$ cat src/rtl/gin_mc_bus.sv
// rtl/gin_mc_bus.sv - tagged packet bus fanning out to per-slave FWFT FIFOs
// Unicast, multicast and broadcast delivery; multicast is all-or-nothing.
module gin_mc_bus #(
  parameter int ID_BITWIDTH   = 4,
  parameter int DATA_BITWIDTH = 8,
  parameter int SLV_NUM       = 6,
  parameter int FIFO_DEPTH    = 4,
  parameter logic [ID_BITWIDTH-1:0] BCAST_ID = {ID_BITWIDTH{1'b1}}
) (
  input  logic                               i_clk,
  input  logic                               i_rst_n,
  input  logic [ID_BITWIDTH+DATA_BITWIDTH-1:0] i_data,
  input  logic                               i_valid,
  output logic                               o_ready,
  output logic [SLV_NUM*DATA_BITWIDTH-1:0]   o_data,
  output logic [SLV_NUM-1:0]                 o_valid,
  input  logic [SLV_NUM-1:0]                 i_ready,
  input  logic [SLV_NUM*ID_BITWIDTH-1:0]     i_id,
  input  logic [SLV_NUM-1:0]                 i_id_en,
  input  logic                               i_id_valid,
  output logic [15:0]                        o_drop_cnt
);

  localparam int PTR_W = (FIFO_DEPTH > 1) ? $clog2(FIFO_DEPTH) : 1;
  localparam int CNT_W = PTR_W + 1;

  logic [ID_BITWIDTH-1:0]   id_q   [SLV_NUM];
  logic [ID_BITWIDTH-1:0]   id_d   [SLV_NUM];
  logic [SLV_NUM-1:0]       en_q, en_d;
  logic [DATA_BITWIDTH-1:0] mem_q  [SLV_NUM][FIFO_DEPTH];
  logic [DATA_BITWIDTH-1:0] mem_d  [SLV_NUM][FIFO_DEPTH];
  logic [PTR_W-1:0]         rd_ptr_q [SLV_NUM];
  logic [PTR_W-1:0]         rd_ptr_d [SLV_NUM];
  logic [PTR_W-1:0]         wr_ptr_q [SLV_NUM];
  logic [PTR_W-1:0]         wr_ptr_d [SLV_NUM];
  logic [CNT_W-1:0]         cnt_q  [SLV_NUM];
  logic [CNT_W-1:0]         cnt_d  [SLV_NUM];
  logic [15:0]              drop_cnt_q, drop_cnt_d;

  logic [ID_BITWIDTH-1:0]   tag;
  logic [DATA_BITWIDTH-1:0] payload;
  logic [SLV_NUM-1:0]       match, full, push, pop;
  logic                     ready, accept;

  always_comb begin
    tag        = i_data[ID_BITWIDTH+DATA_BITWIDTH-1 -: ID_BITWIDTH];
    payload    = i_data[DATA_BITWIDTH-1:0];
    id_d       = id_q;
    en_d       = en_q;
    mem_d      = mem_q;
    rd_ptr_d   = rd_ptr_q;
    wr_ptr_d   = wr_ptr_q;
    cnt_d      = cnt_q;
    drop_cnt_d = drop_cnt_q;
    match      = '0;
    full       = '0;
    push       = '0;
    pop        = '0;

    if (i_id_valid) begin
      for (int i = 0; i < SLV_NUM; i++) id_d[i] = i_id[i*ID_BITWIDTH +: ID_BITWIDTH];
      en_d = i_id_en;
    end

    for (int i = 0; i < SLV_NUM; i++) begin
      match[i] = en_q[i] && ((tag == id_q[i]) || (tag == BCAST_ID));
      full[i]  = (cnt_q[i] == CNT_W'(FIFO_DEPTH));
    end

    // Full is sampled before any same-cycle pop, so one blocked slave stalls the whole packet.
    ready  = i_rst_n && !i_id_valid && ((match & full) == '0);
    accept = i_valid && ready;

    for (int i = 0; i < SLV_NUM; i++) begin
      push[i] = accept && match[i];
      pop[i]  = (cnt_q[i] != '0) && i_ready[i];
      if (push[i]) begin
        mem_d[i][wr_ptr_q[i]] = payload;
        wr_ptr_d[i] = wr_ptr_q[i] + PTR_W'(1);
      end
      if (pop[i]) rd_ptr_d[i] = rd_ptr_q[i] + PTR_W'(1);
      if (push[i] && !pop[i])      cnt_d[i] = cnt_q[i] + CNT_W'(1);
      else if (!push[i] && pop[i]) cnt_d[i] = cnt_q[i] - CNT_W'(1);
    end

    if (accept && (match == '0) && (drop_cnt_q != 16'hFFFF))
      drop_cnt_d = drop_cnt_q + 16'd1;
  end

  always_comb begin
    o_ready    = ready;
    o_drop_cnt = drop_cnt_q;
    o_valid    = '0;
    o_data     = '0;
    for (int i = 0; i < SLV_NUM; i++) begin
      o_valid[i] = (cnt_q[i] != '0);
      o_data[i*DATA_BITWIDTH +: DATA_BITWIDTH] = mem_q[i][rd_ptr_q[i]];
    end
  end

  always_ff @(posedge i_clk or negedge i_rst_n) begin
    if (!i_rst_n) begin
      en_q       <= '0;
      drop_cnt_q <= '0;
      for (int i = 0; i < SLV_NUM; i++) begin
        id_q[i]     <= '0;
        rd_ptr_q[i] <= '0;
        wr_ptr_q[i] <= '0;
        cnt_q[i]    <= '0;
        for (int j = 0; j < FIFO_DEPTH; j++) mem_q[i][j] <= '0;
      end
    end else begin
      en_q       <= en_d;
      drop_cnt_q <= drop_cnt_d;
      id_q       <= id_d;
      rd_ptr_q   <= rd_ptr_d;
      wr_ptr_q   <= wr_ptr_d;
      cnt_q      <= cnt_d;
      mem_q      <= mem_d;
    end
  end

endmodule
$ cat config.mk
export PLATFORM = sky130hd
export DESIGN_NAME = gin_mc_bus
export DESIGN_NICKNAME = d
export VERILOG_FILES = /design/src/rtl/gin_mc_bus.sv
export SDC_FILE = /design/constraint.sdc
export NUM_CORES = 1
export LEC_CHECK = 0
export CAP_MARGIN = 20
export CORE_UTILIZATION = 25
export DETAILED_ROUTE_END_ITERATION = 7
export PLACE_DENSITY_LB_ADDON = 0.3
export SLEW_MARGIN = 25
export SYNTH_ARGS = -nofsm -noshare
export SYNTH_HDL_FRONTEND = slang
export SYNTH_SLANG_ARGS = --single-unit
$ cat constraint.sdc
create_clock -name i_clk -period 3.41 [get_ports i_clk]
set_input_delay 0.682 -clock i_clk [delete_from_list [all_inputs] [get_ports i_clk]]
set_output_delay 0.682 -clock i_clk [all_outputs]
set_load 0.05 [all_outputs]
Yosys cells after proc, flatten, opt, wreduce, memory -nomap -nowiden
Index checks and enable logic that the tools add are counted.
{ "totals": {"inputBits": 52, "ff_bits": 280, "elab_cells": 242} }
{ "op_classes": {"n_reduce_logical": 74, "addsub": 25, "bitwise": 13, "n_eq_ne": 14, "order_cmp": 18, "mux": 48} }
{ "ops": {"columns": ["cell", "count"], "rows": [
  ["bitwise mux 32 bit", 6],
  ["2-to-1 mux 8 bit", 18],
  ["binary-select mux 8 bit (select 2 bit)", 6],
  ["demux 8 bit (select 2 bit)", 6],
  ["logical AND 1 bit", 41],
  ["greater-or-equal comparator 3 bit (second input constant)", 12],
  ["2-to-1 mux 3 bit", 12],
  ["inverter 2 -> 3 bit", 12],
  ["adder 2 x 1 -> 2 bit (second input constant)", 12],
  ["== test 4 bit", 6],
  ["adder 3 x 1 -> 3 bit (second input constant)", 6],
  ["== test 3 bit (second input constant)", 6],
  ["less-than comparator 3 x 1 -> 1 bit (second input constant)", 6],
  ["nonzero test 3 bit", 6],
  ["subtractor 3 x 1 -> 3 bit (second input constant)", 6],
  ["adder 16 x 1 -> 16 bit (second input constant)", 1],
  ["!= test 16 bit (second input constant)", 1],
  ["logical NOT 1 bit", 13],
  ["logical NOT 6 bit", 2],
  ["nonzero test 2 bit", 6],
  ["AND 6 bit", 1],
  ["logical OR 1 bit", 6],
  ["== test 4 bit (second input constant)", 1]
]} }

Longest topological paths before layout
Gate-level depths: netlist of run 1.
{ "depth": {"word_depth": 12, "mapped_depth": 13, "mapped_depth_nobuf": 11} }

Least setup slack after synthesis of run 1
OpenSTA, ideal clock, no wires.
{ "synth_path": {"path_type": "input to output", "start": "in i_data[10]", "end": "out o_ready", "path_stages": 7, "arrival_ns": 2.653, "path_buffers": 2, "setup_slack_ns": 0.075, "path_cell_list": "buf_4 nand4_2 o41ai_1 nand2_1 o2111ai_1 buf_4 nor3_1"} }
{ "synth_between": {"elab_chain_cells": 6, "word_cells_on_any_way": 22, "cone_classes": "eq/ne: 7; bitwise: 1; reduce/logical: 14"} }
{ "synth_lines": {"columns": ["item", "line_no", "text"], "rows": [
  ["start, declared", "12", "input logic [ID_BITWIDTH+DATA_BITWIDTH-1:0] i_data,"],
  ["== test 4 bit", "66", "match[i] = en_q[i] && ((tag == id_q[i]) || (tag == BCAST_ID));"],
  ["logical OR 1 bit", "66", null],
  ["logical AND 1 bit", "66", null],
  ["AND 6 bit *", "71", "ready = i_rst_n && !i_id_valid && ((match & full) == '0);"],
  ["logical NOT 6 bit *", "71", null],
  ["logical AND 1 bit *", "71", null],
  ["end, declared", "14", "output logic o_ready,"]
]} }
Mark *: on every way between the ends. The rest lies on a longest branch, timed or not.

Worst setup path in the final report of run 1
{ "layout_path": {"start": "reg rd_ptr_q[4] (netlist bit)", "end": "out o_data[26]"} }
{ "layout_between": {"elab_chain_cells": 4} }
{ "layout_lines": {"columns": ["item", "line_no", "text"], "rows": [
  ["start, declared", "32", "logic [PTR_W-1:0] rd_ptr_q [SLV_NUM];"],
  ["start signal, assigned", "116", "rd_ptr_q <= rd_ptr_d;"],
  ["inverter 2 -> 3 bit (implied by the code)", "97", "o_data[i*DATA_BITWIDTH +: DATA_BITWIDTH] = mem_q[i][rd_ptr_q[i]];"],
  ["binary-select mux 8 bit (select 2 bit)", "97", null],
  ["2-to-1 mux 8 bit (implied by the code) (2 in a row)", "97", null],
  ["end, declared", "15", "output logic [SLV_NUM*DATA_BITWIDTH-1:0] o_data,"]
]} }
Every way passes these cells. The select of a mux whose other input is x is not followed.

==> results of run 1 <==
==> state kept, by name, indices dropped and copies added (netlist names) <==
register	count
cnt_q	18
en_q	6
id_q	24
mem_q	192
o_drop_cnt	16
rd_ptr_q	12
wr_ptr_q	12
==> path summary, 6_finish.rpt <==
| check | endpoint | slack [ns] | depth (start not counted) |
|---|---|---|---|
| max reg2reg | cnt_q[5]$_DFFE_PN0P_ | 0.60 | 12 |
| min in group i_clk | mem_q[1]$_DFFE_PN0P_ | 0.49 | 1 |
| min reg2reg | mem_q[1]$_DFFE_PN0P_ | 0.49 | 1 |
| max | o_data[26] | 0.14 | 2 |
| max in group asynchronous | cnt_q[7]$_DFFE_PN0P_ | 1.54 | 3 |
| min | mem_q[93]$_DFFE_PN0P_ | 0.25 | 2 |
==> cells by family (layout without fill, tap and decap cells) <==
group	count (synthesis)	after routing	share of synthesized area
AOI/OAI and AO/OA	19	19	0.0111
xor gates and xnor gates	74	74	0.0501
adders and majority gates	37	37	0.0393
buffers and inverters	55	270	0.0183
DFF	280	280	0.542
muxes	277	277	0.283
other	0	1	0
and+or+nand+nor	118	118	0.0560
==> cell usage after synthesis (all sizes together), types with 12 or more instances <==
cell    instances  area (µm²)
nand4          12        81.3
xor2           37         324
dfrtp         280        7010
ha             31         388
nand3          14        75.1
xnor2          37         324
nor2           15        58.8
buf            14        82.6
nand2          51         249
mux4           48        1080
clkbuf         22        82.6
inv            19        71.3
mux2          229        2580
==> stage by stage <==
stage / setup TNS [ns] / cell area (µm²) / std cells
2_1_floorplan: 0 / 12900 / 860
3_5_place_dp: -48.10 / 15400 / 1687
5_1_grt: 0 / 16600 / 1748
3_3_place_gp: -45.14 / 15400 / 1687
6_report: 0 / 16600 / 1748
4_1_cts: 0 / 16500 / 1746
==> layer usage <==
metal / GRT usage / up-vias / wire [µm]
li1: - / 3493 / -
met1: 0.165 / 3970 / 14300
met2: 0.198 / 118 / 15100
met3: 0.0278 / 47 / 1270
met4: 0.0377 / 2 / 689
met5: 0 / - / 13
==> report_power, final <==
group | switching (mW) | internal [mW]
registers | 0.647 | 3.86
logic | 1.43 | 1.37
clock network | 1.42 | 2.25
==> area by class of cell <==
type	count	area, µm²
clock inverters	7	95.1
clock buffers	51	1040
repair buffers	193	1820
flip-flops and latches	280	7010
multi-input cells	525	5710
diodes	1	2.50
well taps	672	841
fillers	4916	34000
inverters	19	71.3
==> timing repair <==
action,CTS,global route
endpoints found under the setup margin,1,5
resized for setup,3,7
pin swaps,1,1
buffers inserted,1,0
==> impl_metrics.toml, run 1 <==
[routing]
routed_via_density = 4.36
post-route-drc-count = 0
postRouteAntennaNets = 0
firstDrtPassIters = 4
wirelength_um = 31300
routedWlPerCell_um = 17.9
via_count = 7630
drt-initial-drc-count = 399

[sta]
skew_ns = 0.0165
fin_crit_sh = 0.960
final.setup.worst_slack_ns = 0.136
slew_violations = 0
max_slew.worst_pin.slew_ns = 0.935
setup_viol = 0
holdWs_ns = 0.253
rsz0062_at_grt = "false"
timing_hold_violations_final = 0
relSlewSlack = 0.377
period_needed_ns = 3.27
fmax_mhz = 305

[cells_and_area]
finish.utilization = 0.328
final_layout_size_suffix_gt1_frac = 0.404
synthToLayoutAreaGrowth_pct = 28.3
layout.cells.most_common_list = "dfrtp_1 (278), mux2_2 (220), clkdlybuf4s50_1 (115), buf_4 (66), mux4_2 (48)"
mostFrequentLayoutCell = "dfrtp_1"
fin_nets = 1143

[place]
place_congestion = 0.746
port_buffers = 122
place_ws_ns = -0.423
dpl.hpwl_um = 21400

[synth]
synth_nets = 949
syn_area_per_cell_um2 = 15.0
synthFlopType = "dfrtp_1"
ys_seq_area_frac = 0.542
synth-edff-count = 0
synthDistinctLibCells = 38
synth_area_mm2 = 0.0129
ys.warnings.count = 0
synth-seq-cells = 280
synthArstFlopShare = 1.00
synth_cells = 860

[setup_path]
critPathCaptureType = "output pin"
crit_slowest_cell = "dfrtp_1"
rr_startpoint = "id_q[5]$_DFFE_PN0P_"
crit_path_start = "rd_ptr_q[4]$_DFFE_PN0P_"
max_stage_delay_ns = 0.73
crit_arrival_ns = 2.59
critPathLaunchType = "flip-flop"
crit_chain = "mux4_2 -> clkdlybuf4s50_1"
critPathKind = "reg -> out"
cpLargestDelayFamily = "flip-flops"
worstPathMaxFanout = 9
path_buf_inv = 1
worstPathRequired_ns = 2.73

[cts]
htreeDepth = 2
path_clk_slew_ns = 0.05
clk_path_buf_depth = 3
clk_latency_ns = 0.53
cts.sinks = 280
cts_tree = "built"
hold_buffers = 0
root_buffer = "clkbuf_16"
cts_buffers = 35

[global_routing]
grt_usage = 0.124
grt_pass1_wl_um = 50000
antenna_found_initial = 3
grt_max_degree = 141
grt_pass1_vias = 8232
grt_overflow_total = 0

[power]
vdd_ir_drop_max_mv = 0.306
p_per_area_mw_per_mm2 = 662
power_mw = 11.0
p_leak_nw = 7.57

[die]
core_mm2 = 0.0506
die_area_mm2 = 0.0526
die_w_um = 229
die_height_um = 229
ios = 123
rows = 82
initial_utilization = 0.256

[run_status]
status = "complete, no violations"

[min_path]
worstHoldPathType = "in -> async"

[flow_run]
maxCapViolCount = 0
No activity file was read; power rests on OpenSTA's default activity.
==> run 2: changes to the inputs <==
Settings changed: CTS_CLUSTER_DIAMETER from default to 30.
==> run 2 against run 1 <==
Clock power increased by 100%. Power increased by 35%. Register-to-register slack about the same. Largest cell class unchanged. Largest power group is now the clock network. Highest routed layer unchanged.
==> impl_metrics.toml, run 2 (same netlist as run 1, synthesis figures left out) <==
[cts]
cts.sinks = 280
clk_latency_ns = 0.58
root_buffer = "clkbuf_16"
cts_buffers = 77
path_clk_slew_ns = 0.04
clk_path_buf_depth = 3
htreeDepth = 3
cts_tree = "built"

[die]
rows = 82
die_area_mm2 = 0.0526
ios = 123
core_mm2 = 0.0506
initial_utilization = 0.256
die_w_um = 229
die_height_um = 229

[cells_and_area]
largest_reg_flops = 192
regMostFlops = "mem_q"
synthToLayoutAreaGrowth_pct = 40.8
fin_nets = 1185
final_layout_size_suffix_gt1_frac = 0.448
layout.cells.most_common_list = "dfrtp_1 (277), mux2_2 (220), clkdlybuf4s50_1 (109), clkbuf_16 (79), buf_4 (65)"
mostFrequentLayoutCell = "dfrtp_1"
antenna_cells = 0
layoutNonFillerInstCount = 1829
reg_top3 = "mem_q x192, id_q x24, cnt_q x18"

[power]
vdd_ir_drop_max_mv = 0.300
p_per_area_mw_per_mm2 = 812
p_leak_nw = 8.48

[sta]
max_slew.worst_pin.slew_ns = 0.860
slew_violations = 0
timing_hold_violations_final = 0
skew_ns = 0.0231
relSlewSlack = 0.427
fin_crit_sh = 0.965
fmax_mhz = 304
period_needed_ns = 3.29
setup_viol = 0
rsz0062_at_grt = "false"
setup_tns_ns = 0

[place]
place_inst = 1687
dpl.hpwl_um = 21400
place_congestion = 0.746
port_buffers = 122

[setup_path]
reg2reg_to = "cnt_q[5]$_DFFE_PN0P_"
crit_arrival_ns = 2.61
worstPathRequired_ns = 2.73
critPathLaunchType = "flip-flop"
rrSetupSlack_ns = 0.61
worstPathMaxFanout = 6
critPathCaptureType = "output pin"
critPathKind = "reg -> out"
reg2reg_depth = 12
rr_startpoint = "id_q[5]$_DFFE_PN0P_"

[routing]
post-route-drc-count = 0
firstDrtPassIters = 4
drt-initial-drc-count = 320
wirelength_um = 32000
routedWlPerCell_um = 17.5
postRouteAntennaNets = 0
via_count = 7903
routed_via_density = 4.32

[global_routing]
antenna_found_initial = 2
grt_pass1_vias = 8754
grt_overflow_total = 0
grt_pass1_wl_um = 51300
grt_usage = 0.127
grt_max_degree = 141

[flow_run]
maxCapViolCount = 0

[min_path]
worstHoldPathType = "in -> async"

[run_status]
status = "complete, no violations"
## run 2: changes by cell type in the layout (fill, tap and decap cells not counted), moves of 6 or more
cell and change:
bufinv_16 +10, dlymetal6s2s_1 +6, clkdlybuf4s50_1 -6, clkinv_2 +20, clkbuf_8 +7, clkbuf_16 +42
## run 2: layer usage
metal  track usage  vias up  share of wire
met5             0        -        0.00041
met4        0.0523        2          0.020
met3        0.0334       50          0.045
met2         0.201      153           0.48
met1         0.164     4082           0.45
li1              -     3616              -
## run 2: layout make-up
cell class,count,area (µm²)
Inverter,19,71.3
Clock buffer,99,2180
Sequential cell,280,7010
Timing Repair Buffer,193,1840
Fill cell,4795,32400
Tap cell,672,841
Clock inverter,41,543
Multi-Input combinational cell,525,5710
## run 2: worst max-delay path: stages (launching register included)
cell	delay (ns)
dfrtp_1	0.55
buf_4	0.25
mux4_2	0.52
clkdlybuf4s50_1	0.72
## run 2: worst max path at each step
stage	startpoint	depth (start not counted)	to	slack, ns
floorplan	i_data[10]	7	o_ready	0.07
global placement	i_data[8]	13	cnt_q[7]$_DFFE_PN0P_	-0.40
detailed placement	i_data[8]	13	cnt_q[7]$_DFFE_PN0P_	-0.42
CTS	rd_ptr_q[10]$_DFFE_PN0P_	3	o_data[3]	0.02
global route	rd_ptr_q[6]$_DFFE_PN0P_	3	o_data[19]	0.003
finish	rd_ptr_q[6]$_DFFE_PN0P_	3	o_data[19]	0.12
## run 2: timing repair
item / CTS / global route
resized for setup: 5 / 12
setup endpoints to repair: 6 / 12
pin swaps: 1 / 1
cloned: 0 / 0
hold buffers: 0 / 0
buffers inserted: 1 / 0
## run 2: power by group
part           internal, mW  total (mW)  switching [mW]  leakage (nW)
Clock                  5.36        7.46            2.09          1.35
Combinational          1.37        2.80            1.43          3.44
Sequential             3.87        4.52           0.651          3.69
Total                  10.6        14.8            4.18          8.48
## run 2: stage by stage
| step | hold slack, ns | instance area (µm²) | total power [mW] | utilization | worst slack [ns] |
|---|---|---|---|---|---|
| floorplan | 0.386 | 12900 | 6.36 | - | 0.0746 |
| global placement | 0.471 | 15400 | 7.37 | 0.304 | -0.401 |
| detailed placement | 0.479 | 15400 | 7.43 | 0.304 | -0.423 |
| CTS | 0.296 | 18100 | 15.0 | 0.358 | 0.0175 |
| global route | 0.321 | 18200 | 15.5 | 0.360 | 0.00322 |
| finish | 0.194 | 18200 | 14.8 | 0.360 | 0.121 |
